===== config.mk =====
export PLATFORM = sky130hd
export DESIGN_NAME = mapper_mem_arbiter
export DESIGN_NICKNAME = d
export VERILOG_FILES = /design/src/rtl/mapper_arb_pkg.sv /design/src/rtl/mapper_arb_tag_fifo.sv /design/src/rtl/mapper_mem_arbiter.sv
export SDC_FILE = /design/constraint.sdc
export NUM_CORES = 1
export LEC_CHECK = 0
export BUFFER_PORTS_ARGS = -buffer_cell sky130_fd_sc_hd__buf_2
export CAP_MARGIN = 20
export CELL_PAD_IN_SITES_DETAIL_PLACEMENT = 1
export CELL_PAD_IN_SITES_GLOBAL_PLACEMENT = 1
export CORE_ASPECT_RATIO = 0.9
export CORE_MARGIN = 3
export CORE_UTILIZATION = 22
export DETAILED_ROUTE_END_ITERATION = 16
export PLACE_DENSITY_LB_ADDON = 0.15
export SETUP_SLACK_MARGIN = 0.3
export SLEW_MARGIN = 20
export SYNTH_ARGS = -nofsm -noshare
export SYNTH_HDL_FRONTEND = slang
export SYNTH_SLANG_ARGS = --single-unit

===== constraint.sdc =====
create_clock -name clk -period 2.9 [get_ports clk]
set_input_delay 0.725 -clock clk [delete_from_list [all_inputs] [get_ports clk]]
set_output_delay 0.725 -clock clk [all_outputs]
set_load 0.05 [all_outputs]

===== src/rtl/mapper_arb_pkg.sv =====
// Shared types for the mapper memory arbiter: lock FSM states,
// read-owner tag values and the default starvation limit.
package mapper_arb_pkg;

  typedef enum logic [1:0] {
    ST_STREAM,
    ST_DRAIN,
    ST_CFG
  } arb_state_t;

  localparam logic TAG_LOOKUP = 1'b0;
  localparam logic TAG_CFG    = 1'b1;

  localparam int STARVE_MAX_DEF = 16;

endpackage


===== src/rtl/mapper_arb_tag_fifo.sv =====
// 1-bit tag FIFO remembering which requester owns each outstanding read.
// Ports: push/push_tag in, pop in, full/empty/head out; clk, rstf (async low).
module mapper_arb_tag_fifo #(
  parameter int TAG_DEPTH = 4
) (
  input  logic clk,
  input  logic rstf,
  input  logic push,
  input  logic push_tag,
  input  logic pop,
  output logic full,
  output logic empty,
  output logic head
);

  localparam int PW = $clog2(TAG_DEPTH);

  logic [TAG_DEPTH-1:0] mem;
  logic [PW-1:0]        rd_ptr;
  logic [PW-1:0]        wr_ptr;
  logic [PW:0]          count;
  logic                 do_push;
  logic                 do_pop;

  assign full    = count == (PW+1)'(TAG_DEPTH);
  assign empty   = count == '0;
  assign head    = mem[rd_ptr];
  assign do_push = push & ~full;
  assign do_pop  = pop & ~empty;

  always_ff @(posedge clk or negedge rstf) begin
    if (!rstf) begin
      mem    <= '0;
      rd_ptr <= '0;
      wr_ptr <= '0;
      count  <= '0;
    end else begin
      if (do_push) begin
        mem[wr_ptr] <= push_tag;
        wr_ptr      <= wr_ptr + 1'b1;
      end
      if (do_pop)
        rd_ptr <= rd_ptr + 1'b1;
      count <= count + {{PW{1'b0}}, do_push}
                     - {{PW{1'b0}}, do_pop};
    end
  end

endmodule


===== src/rtl/mapper_mem_arbiter.sv =====
// Arbitrates lookup stream and config port onto one mapper memory port,
// routes read responses by owner tag, and grants config an exclusive lock.
// Ports: l_* lookup, c_* config (+c_lock/c_lock_ack), m_* memory; clk, rstf.
// Build option: MAPPER_ARB_STARVE_EN forces a config grant after
// STARVE_MAX cycles of waiting behind lookups.
module mapper_mem_arbiter
  import mapper_arb_pkg::*;
#(
  parameter  int DEPTH      = 8,
  parameter  int TAG_DEPTH  = 4,
  parameter  int STARVE_MAX = STARVE_MAX_DEF,
  localparam int AW         = $clog2(DEPTH)
) (
  input  logic          clk,
  input  logic          rstf,
  input  logic [AW-1:0] l_addr,
  input  logic          l_valid,
  output logic          l_ready,
  output logic [31:0]   l_data,
  output logic          l_dvalid,
  input  logic          l_dready,
  input  logic [AW-1:0] c_addr,
  input  logic [31:0]   c_wdata,
  input  logic          c_we,
  input  logic          c_valid,
  output logic          c_ready,
  output logic [31:0]   c_rdata,
  output logic          c_rvalid,
  input  logic          c_rready,
  input  logic          c_lock,
  output logic          c_lock_ack,
  output logic [AW-1:0] m_addr,
  output logic [31:0]   m_data,
  output logic          m_we,
  output logic          m_valid,
  input  logic          m_ready,
  input  logic [31:0]   m_rdata,
  input  logic          m_rvalid,
  output logic          m_rready
);

  if (TAG_DEPTH < 2 || (TAG_DEPTH & (TAG_DEPTH - 1)) != 0) begin : g_bad_tag
    $error("TAG_DEPTH must be a power of 2 and at least 2");
  end
  if (STARVE_MAX < 1) begin : g_bad_starve
    $error("STARVE_MAX must be at least 1");
  end

  arb_state_t state;
  logic       gnt_l;
  logic       gnt_c;
  logic       starve_hit;
  logic       tag_full;
  logic       tag_empty;
  logic       tag_head;
  logic       rd_ok;
  logic       push;
  logic       pop;
  logic       rsp_ok;

  // Grants require the requester's valid so ready never idles high.
  always_comb begin
    gnt_l = 1'b0;
    gnt_c = 1'b0;
    unique case (state)
      ST_STREAM: begin
        if (starve_hit && c_valid)
          gnt_c = 1'b1;
        else if (l_valid)
          gnt_l = 1'b1;
        else
          gnt_c = c_valid;
      end
      ST_CFG:  gnt_c = c_valid;
      default: ;
    endcase
  end

  // Reads need a free tag slot; a same-cycle pop does not free one.
  assign rd_ok   = ~tag_full;
  assign l_ready = gnt_l & m_ready & rd_ok;
  assign c_ready = gnt_c & m_ready & (c_we | rd_ok);
  assign m_valid = (gnt_l & rd_ok) | (gnt_c & (c_we | rd_ok));
  assign m_addr  = gnt_c ? c_addr : l_addr;
  assign m_data  = c_wdata;
  assign m_we    = gnt_c & c_we;
  assign push    = l_ready | (c_ready & ~c_we);

  assign rsp_ok   = m_rvalid & ~tag_empty;
  assign l_dvalid = rsp_ok & (tag_head == TAG_LOOKUP);
  assign c_rvalid = rsp_ok & (tag_head == TAG_CFG);
  assign l_data   = m_rdata;
  assign c_rdata  = m_rdata;
  assign m_rready = ~tag_empty & (tag_head ? c_rready : l_dready);
  assign pop      = rsp_ok & m_rready;

  mapper_arb_tag_fifo #(
    .TAG_DEPTH(TAG_DEPTH)
  ) u_tag_fifo (
    .clk     (clk),
    .rstf    (rstf),
    .push    (push),
    .push_tag(gnt_c ? TAG_CFG : TAG_LOOKUP),
    .pop     (pop),
    .full    (tag_full),
    .empty   (tag_empty),
    .head    (tag_head)
  );

  always_ff @(posedge clk or negedge rstf) begin
    if (!rstf) begin
      state      <= ST_STREAM;
      c_lock_ack <= 1'b0;
    end else begin
      unique case (state)
        ST_STREAM: if (c_lock) state <= ST_DRAIN;
        ST_DRAIN: begin
          if (!c_lock) begin
            state <= ST_STREAM;
          end else if (tag_empty && !m_rvalid) begin
            state      <= ST_CFG;
            c_lock_ack <= 1'b1;
          end
        end
        ST_CFG: begin
          if (!c_lock) begin
            state      <= ST_STREAM;
            c_lock_ack <= 1'b0;
          end
        end
        default: state <= ST_STREAM;
      endcase
    end
  end

`ifdef MAPPER_ARB_STARVE_EN
  localparam int SW = $clog2(STARVE_MAX + 1);

  logic [SW-1:0] starve_cnt;

  assign starve_hit = starve_cnt == SW'(STARVE_MAX);

  // c_lock in ST_STREAM means the state is being left this edge.
  always_ff @(posedge clk or negedge rstf) begin
    if (!rstf)
      starve_cnt <= '0;
    else if (state != ST_STREAM || c_lock || c_ready)
      starve_cnt <= '0;
    else if (c_valid && !starve_hit)
      starve_cnt <= starve_cnt + 1'b1;
  end
`else
  assign starve_hit = 1'b0;
`endif

  a_no_orphan_rsp: assert property (
    @(posedge clk) disable iff (!rstf) !(m_rvalid && tag_empty)
  );

endmodule


==> flow_metrics.tcl, run 1 <==
set metrics [dict create \
    worstMarginPinSlew_ns 0.362 \
    cap_violations 0 \
    grt_max_degree 15 \
    ctsHoldBuffers 0 \
    pwr_density_cell_nw_per_um2 867 \
    globalplace.congestion 0.672 \
    worstPathRequired_ns 2.17 \
    netlist_area_um2 1620 \
    ir_drop_mv 0.167 \
    cts.sinks 14 \
    fillers 860 \
    avgRoutedWirePerCell_um 14.9 \
    crit_type "input port to output pin" \
    status "complete, no violations" \
    synth_warnings 0 \
    synthCells 178 \
    synth_nets 265 \
    mostFrequentLayoutCells "buf_2 (26), dfrtp_1 (12), inv_1 (8), nand2_1 (6), ha_1 (6)" \
    instances_no_fill 208 \
    layout-drive-gt1-share_pct 48.7 \
    antenna_found_initial 0 \
    drv_slew 0 \
    dr.pass1.iters 3 \
    die_area_um2 8430 \
    synth_seq_area_share_pct 21.6 \
    wirelength_um 3090 \
    port_buffers 26 \
    hold_class "input port to async pin" \
    drt_iter0_drc 7 \
    initial_core_util_pct 22.8 \
    vias 777 \
    route.detailed.drc 0 \
    ys_ff_latch 14 \
    clk_pin_slew_worst_paths_ns 0.06 \
    fmax_mhz 403 \
    areaGrowthSynthToFinish_pct -21.8 \
    hold_violations 0 \
    final_nets 203 \
    post-route-min-period_ns 2.48 \
    cp_max_fo 9 \
    viasPerCell 3.74 \
    grt_pass1_vias 832 \
    die_y_um 87.4 \
    finalCritPeriodShare_pct 85.6 \
    arrival_ns 1.76 \
    grt.overflow.total 0 \
    ant_nets 0 \
    grt_pass1_wl_um 4730 \
    track_usage_pct 7.46 \
    relSlewSlack_pct 75.8 \
    fp.dieW_um 96.5 \
    insertedDiodeCount 0 \
    clockBufferDepth 2 \
    dp.final_hpwl_um 2520 \
    synth.avg_cell_area_um2 9.10 \
    cts_root_buffer "clkbuf_8" \
    coreArea_um2 7110 \
    leakage_nw 0.593 \
    cts_made_buffers 3 \
    cts_tree "done" \
    rows 29 \
    clock_latency_ns 0.25 \
    rsz0062_at_grt "no" \
    fin_tns_setup_ns 0 \
    setup_violations 0 \
    synth_cell_types 30 \
    setup.worst_path.start_class "input port" \
    layout_commonest_cell "buf_2" \
    htree_levels 1 \
    crit_path_end_kind "output pin" \
    ioPinCount 187 \
    fin_skew_ns 0.00101 \
    dp_cells 201 \
]
## area by class of cell
class	count	area [um^2]	area share [%]
inverter	8	30.0	2.37
sequential	14	353	27.8
tap	93	116	9.18
timing repair buffer	30	160	12.6
clock buffer	4	55.1	4.34
multi-input combinational	59	553	43.6
## report_power, final
group	switching [W]	total (W)	internal, W
Clock	0.0000772	0.000198	0.000120
Sequential	0.0000927	0.000367	0.000274
Combinational	0.000290	0.000534	0.000244
## worst max-delay path, cell delays in order
cell and delay (ns):
buf_2 0.11, nand2b_4 0.10, and3_4 0.26, mux2_2 0.34, buf_2 0.21
## path summary, 6_finish.rpt
path / start / end / slack, ns / cells after the start
worst max-delay path: l_valid / m_addr[2] / 0.42 / 5
worst min-delay path: rstf / u_tag_fifo.count[1] / 0.38 / 1
worst max register to register: u_tag_fifo.rd_ptr[1] / u_tag_fifo.count[2] / 0.48 / 11
worst min register to register: state[1] / state[0] / 0.54 / 1
max in group asynchronous: rstf / u_tag_fifo.rd_ptr[1] / 2.24 / 1
min in group clk: state[1] / state[0] / 0.54 / 1
## sequential cells by signal, summed over array words and instances (netlist names)
name / count
c_lock_ack: 1
state: 2
u_tag_fifo.count: 3
u_tag_fifo.mem: 4
u_tag_fifo.rd_ptr: 2
u_tag_fifo.wr_ptr: 2
## metal layers
metal	wire, um	track usage [%]	vias to the layer above
met1	1160	8.57	349
met2	1400	10.5	72
li1	-	-	344
met3	471	5.27	12
met4	65	3.18	0
met5	0	0	-
## Yosys cell counts
cell type | count | area share, %
nor3_1 | 1 | 0.31
buf_4 | 96 | 44
o21ai_0 | 3 | 0.93
and3_1 | 2 | 0.77
or3_1 | 1 | 0.39
mux2_4 | 4 | 3.7
dfrtp_1 | 14 | 22
nand2_1 | 7 | 1.6
nor3_2 | 1 | 0.62
nor3b_1 | 2 | 0.93
a221oi_4 | 1 | 1.6
a21oi_1 | 2 | 0.62
a211oi_1 | 2 | 0.93
fa_1 | 1 | 1.2
nand2b_4 | 1 | 0.85
mux2i_1 | 7 | 4.3
nand2b_1 | 2 | 0.77
and2_1 | 1 | 0.39
mux2_2 | 3 | 2.1
nor2b_1 | 1 | 0.39
o211a_1 | 1 | 0.62
nor2_2 | 1 | 0.39
inv_1 | 8 | 1.9
xor2_1 | 1 | 0.54
o21ai_1 | 1 | 0.31
nor2_1 | 3 | 0.69
ha_1 | 6 | 4.6
xnor2_1 | 3 | 1.6
buf_2 | 1 | 0.31
o31ai_1 | 1 | 0.46
## metrics by stage
stage	instance area [um^2]	hold slack [ns]	util, %	total power, W	worst slack (ns)
after floorplan	1630	0.429	-	0.00107	0.568
after global placement	1160	0.509	16.3	0.000833	0.251
after detailed placement	1160	0.508	16.3	0.000839	0.223
after CTS	1210	0.393	17.1	0.00105	0.327
after global routing	1270	0.405	17.8	0.00120	0.324
final	1270	0.380	17.8	0.00110	0.417
## cell families (layout without fill, tap and decap cells)
family | Yosys count | in the layout | share of synthesized area, %
AO/OA/AOI/OAI | 11 | 11 | 5.48
XOR/XNOR | 4 | 4 | 2.16
adder cells (fa/ha/maj) | 7 | 7 | 5.87
buffers and inverters | 105 | 42 | 46.6
flip-flops | 14 | 14 | 21.6
multiplexers | 14 | 14 | 10.1
AND/OR/NAND/NOR | 23 | 23 | 8.11
## what timing repair did
action / in CTS / in global routing
resized for setup: 1 / 9
setup endpoints to repair: 3 / 3
buffers inserted: 0 / 3
gates cloned: 0 / 0
Note: power is estimated with default switching activity, not from simulation.
==> inputs of run 2 (changes only) <==
--- a/config.mk
+++ b/config.mk
@@ -5,15 +5,15 @@
 export SDC_FILE = /design/constraint.sdc
 export NUM_CORES = 1
 export LEC_CHECK = 0
-export BUFFER_PORTS_ARGS = -buffer_cell sky130_fd_sc_hd__buf_2
 export CAP_MARGIN = 20
 export CELL_PAD_IN_SITES_DETAIL_PLACEMENT = 1
 export CELL_PAD_IN_SITES_GLOBAL_PLACEMENT = 1
 export CORE_ASPECT_RATIO = 0.9
 export CORE_MARGIN = 3
-export CORE_UTILIZATION = 22
+export CORE_UTILIZATION = 25
 export DETAILED_ROUTE_END_ITERATION = 16
-export PLACE_DENSITY_LB_ADDON = 0.15
+export DONT_BUFFER_PORTS = 1
+export PLACE_DENSITY = 0.6
 export SETUP_SLACK_MARGIN = 0.3
 export SLEW_MARGIN = 20
 export SYNTH_ARGS = -nofsm -noshare
==> flow_metrics.tcl, run 2 (synthesis gave the netlist of run 1 again) <==
set metrics [dict create \
    cp_max_fo 9 \
    die_area_um2 7480 \
    regArea_um2 352 \
    rows 27 \
    grt_max_degree 15 \
    dp.final_hpwl_um 2240 \
    clk_pin_slew_worst_paths_ns 0.06 \
    fmax_mhz 401 \
    final_nets 179 \
    cts_root_buffer "clkbuf_8" \
    reg_top3 "u_tag_fifo.mem x4, u_tag_fifo.count x3" \
    p_sw_w 0.000448 \
    areaGrowthSynthToFinish_pct -30.3 \
    hold_violations 0 \
    clockBufferDepth 2 \
    internal-power_w 0.000614 \
    fin_tns_setup_ns 0 \
    ioPinCount 187 \
    cts_made_buffers 3 \
    cts.sinks 14 \
    critical-path-max-stage-delay_ns 0.52 \
    arrival_ns 1.77 \
    rsz0062_at_grt "yes" \
    port_buffers 0 \
    globalplace.congestion 0.700 \
    cap_violations 0 \
    viasPerCell 3.94 \
    mostFrequentLayoutCells "dfrtp_1 (13), inv_1 (8), nand2_1 (7), ha_1 (6), buf_4 (6)" \
    ctsHoldBuffers 0 \
    drv_slew 0 \
    multi_input_area_um2 538 \
    die_y_um 82.4 \
    initial_core_util_pct 26.1 \
    largest_register_ffs 4 \
    layout_commonest_cell "dfrtp_1" \
    grt_pass1_wl_um 4090 \
    p_clk_share_pct 18.2 \
    avgRoutedWirePerCell_um 15.2 \
    htree_levels 1 \
    worstPathRequired_ns 2.17 \
    power.share.combinational_pct 46.8 \
    track_usage_pct 7.33 \
    ir_drop_mv 0.218 \
    hold_class "input port to async pin" \
    insertedDiodeCount 0 \
    regMostFlops "u_tag_fifo.mem" \
    worstMarginPinSlew_ns 0.524 \
    crit_type "flip-flop to output pin" \
    setup_violations 0 \
    finalCritPeriodShare_pct 86.0 \
    cp_cell_sequence "nand2b_4, and3_1, mux2_2" \
    cts_tree "done" \
    final_core_util_pct 18.2 \
    use_met3_pct 4.89 \
    grt.overflow.total 0 \
    dr.pass1.iters 3 \
    coreArea_um2 6220 \
    ant_nets 0 \
    grtUsageMet1_pct 7.23 \
    clock_latency_ns 0.24 \
    setup.worst_path.start_class "flip-flop" \
    vias 702 \
    grt-busiest-layer "met2" \
    drt_iter0_drc 17 \
    fp.dieW_um 90.9 \
    swShare_pct 42.2 \
    pwr-share-seq_pct 35.0 \
    leakage_nw 0.492 \
    relSlewSlack_pct 65.0 \
    post-route-min-period_ns 2.49 \
    critPathSlowestCell "mux2_2" \
    grt_pass1_vias 750 \
    grt_use_met2_pct 10.9 \
    pwr_density_cell_nw_per_um2 942 \
    layout-drive-gt1-share_pct 30.8 \
    crit_path_end_kind "output pin" \
    wirelength_um 2710 \
    fillers 734 \
    fin_skew_ns 0.000439 \
    antenna_found_initial 0 \
    status "complete, no violations" \
    route.detailed.drc 0 \
]
## run 2: cell count changes in the layout (fill, tap and decap cells not counted), sizes merged
cell / before / now
buf: 30 / 6
## run 2: final timing paths
check / startpoint / endpoint / slack, ns / cells past startpoint
worst max-delay path: state[1] / m_addr[1] / 0.41 / 3
worst min-delay path: rstf / u_tag_fifo.rd_ptr[0] / 0.17 / 0
worst max register to register: u_tag_fifo.rd_ptr[1] / u_tag_fifo.count[2] / 0.47 / 11
worst min register to register: state[1] / state[0] / 0.52 / 1
max in group asynchronous: rstf / u_tag_fifo.count[2] / 2.65 / 0
min in group clk: state[1] / state[0] / 0.52 / 1
## run 2: metrics by stage
step                      area [um^2]  setup slack (ns)  total power, W  std cells  hold slack, ns
after global routing             1130             0.267         0.00115        178           0.154
after floorplan                  1630             0.568         0.00107        178           0.429
final                            1130             0.405         0.00106        178           0.169
after global placement           1040             0.421        0.000791        172           0.430
after CTS                        1100             0.329         0.00104        176           0.161
after detailed placement         1040             0.352        0.000839        172           0.430
## run 2: per-layer routing
layer	up-vias	wire length [um]	part of all wire [%]
met3	19	326	12
met4	0	117	4.3
met2	38	1260	46
met1	349	1010	37
met5	-	0	0
li1	296	-	-
## run 2: power groups by stage
| stage | Clock [W] | Combinational, W | Sequential [W] |
|---|---|---|---|
| 2_1_floorplan | 0 | 0.000733 | 0.000341 |
| 3_3_place_gp | 0 | 0.000437 | 0.000354 |
| 3_5_place_dp | 0 | 0.000471 | 0.000368 |
| 4_1_cts | 0.000202 | 0.000474 | 0.000364 |
| 5_1_grt | 0.000209 | 0.000554 | 0.000383 |
| 6_report | 0.000193 | 0.000498 | 0.000372 |
## run 2: critical path, delay by kind of cell, from the launching register on
family / cells / cell delay (ns)
flip-flops: 1 / 0.41
AND/OR/NAND/NOR: 2 / 0.59
multiplexers: 1 / 0.52
## run 2: layout make-up
class,count,share of cell area (%)
Timing Repair Buffer,6,3.99
Multi-Input combinational cell,59,47.7
Clock buffer,4,4.88
Inverter,8,2.66
Sequential cell,14,31.2
Tap cell,87,9.65
## run 2: timing repair
item,in CTS,in global routing
gates resized for setup,0,5
buffers inserted,0,2
setup endpoints to repair,0,1
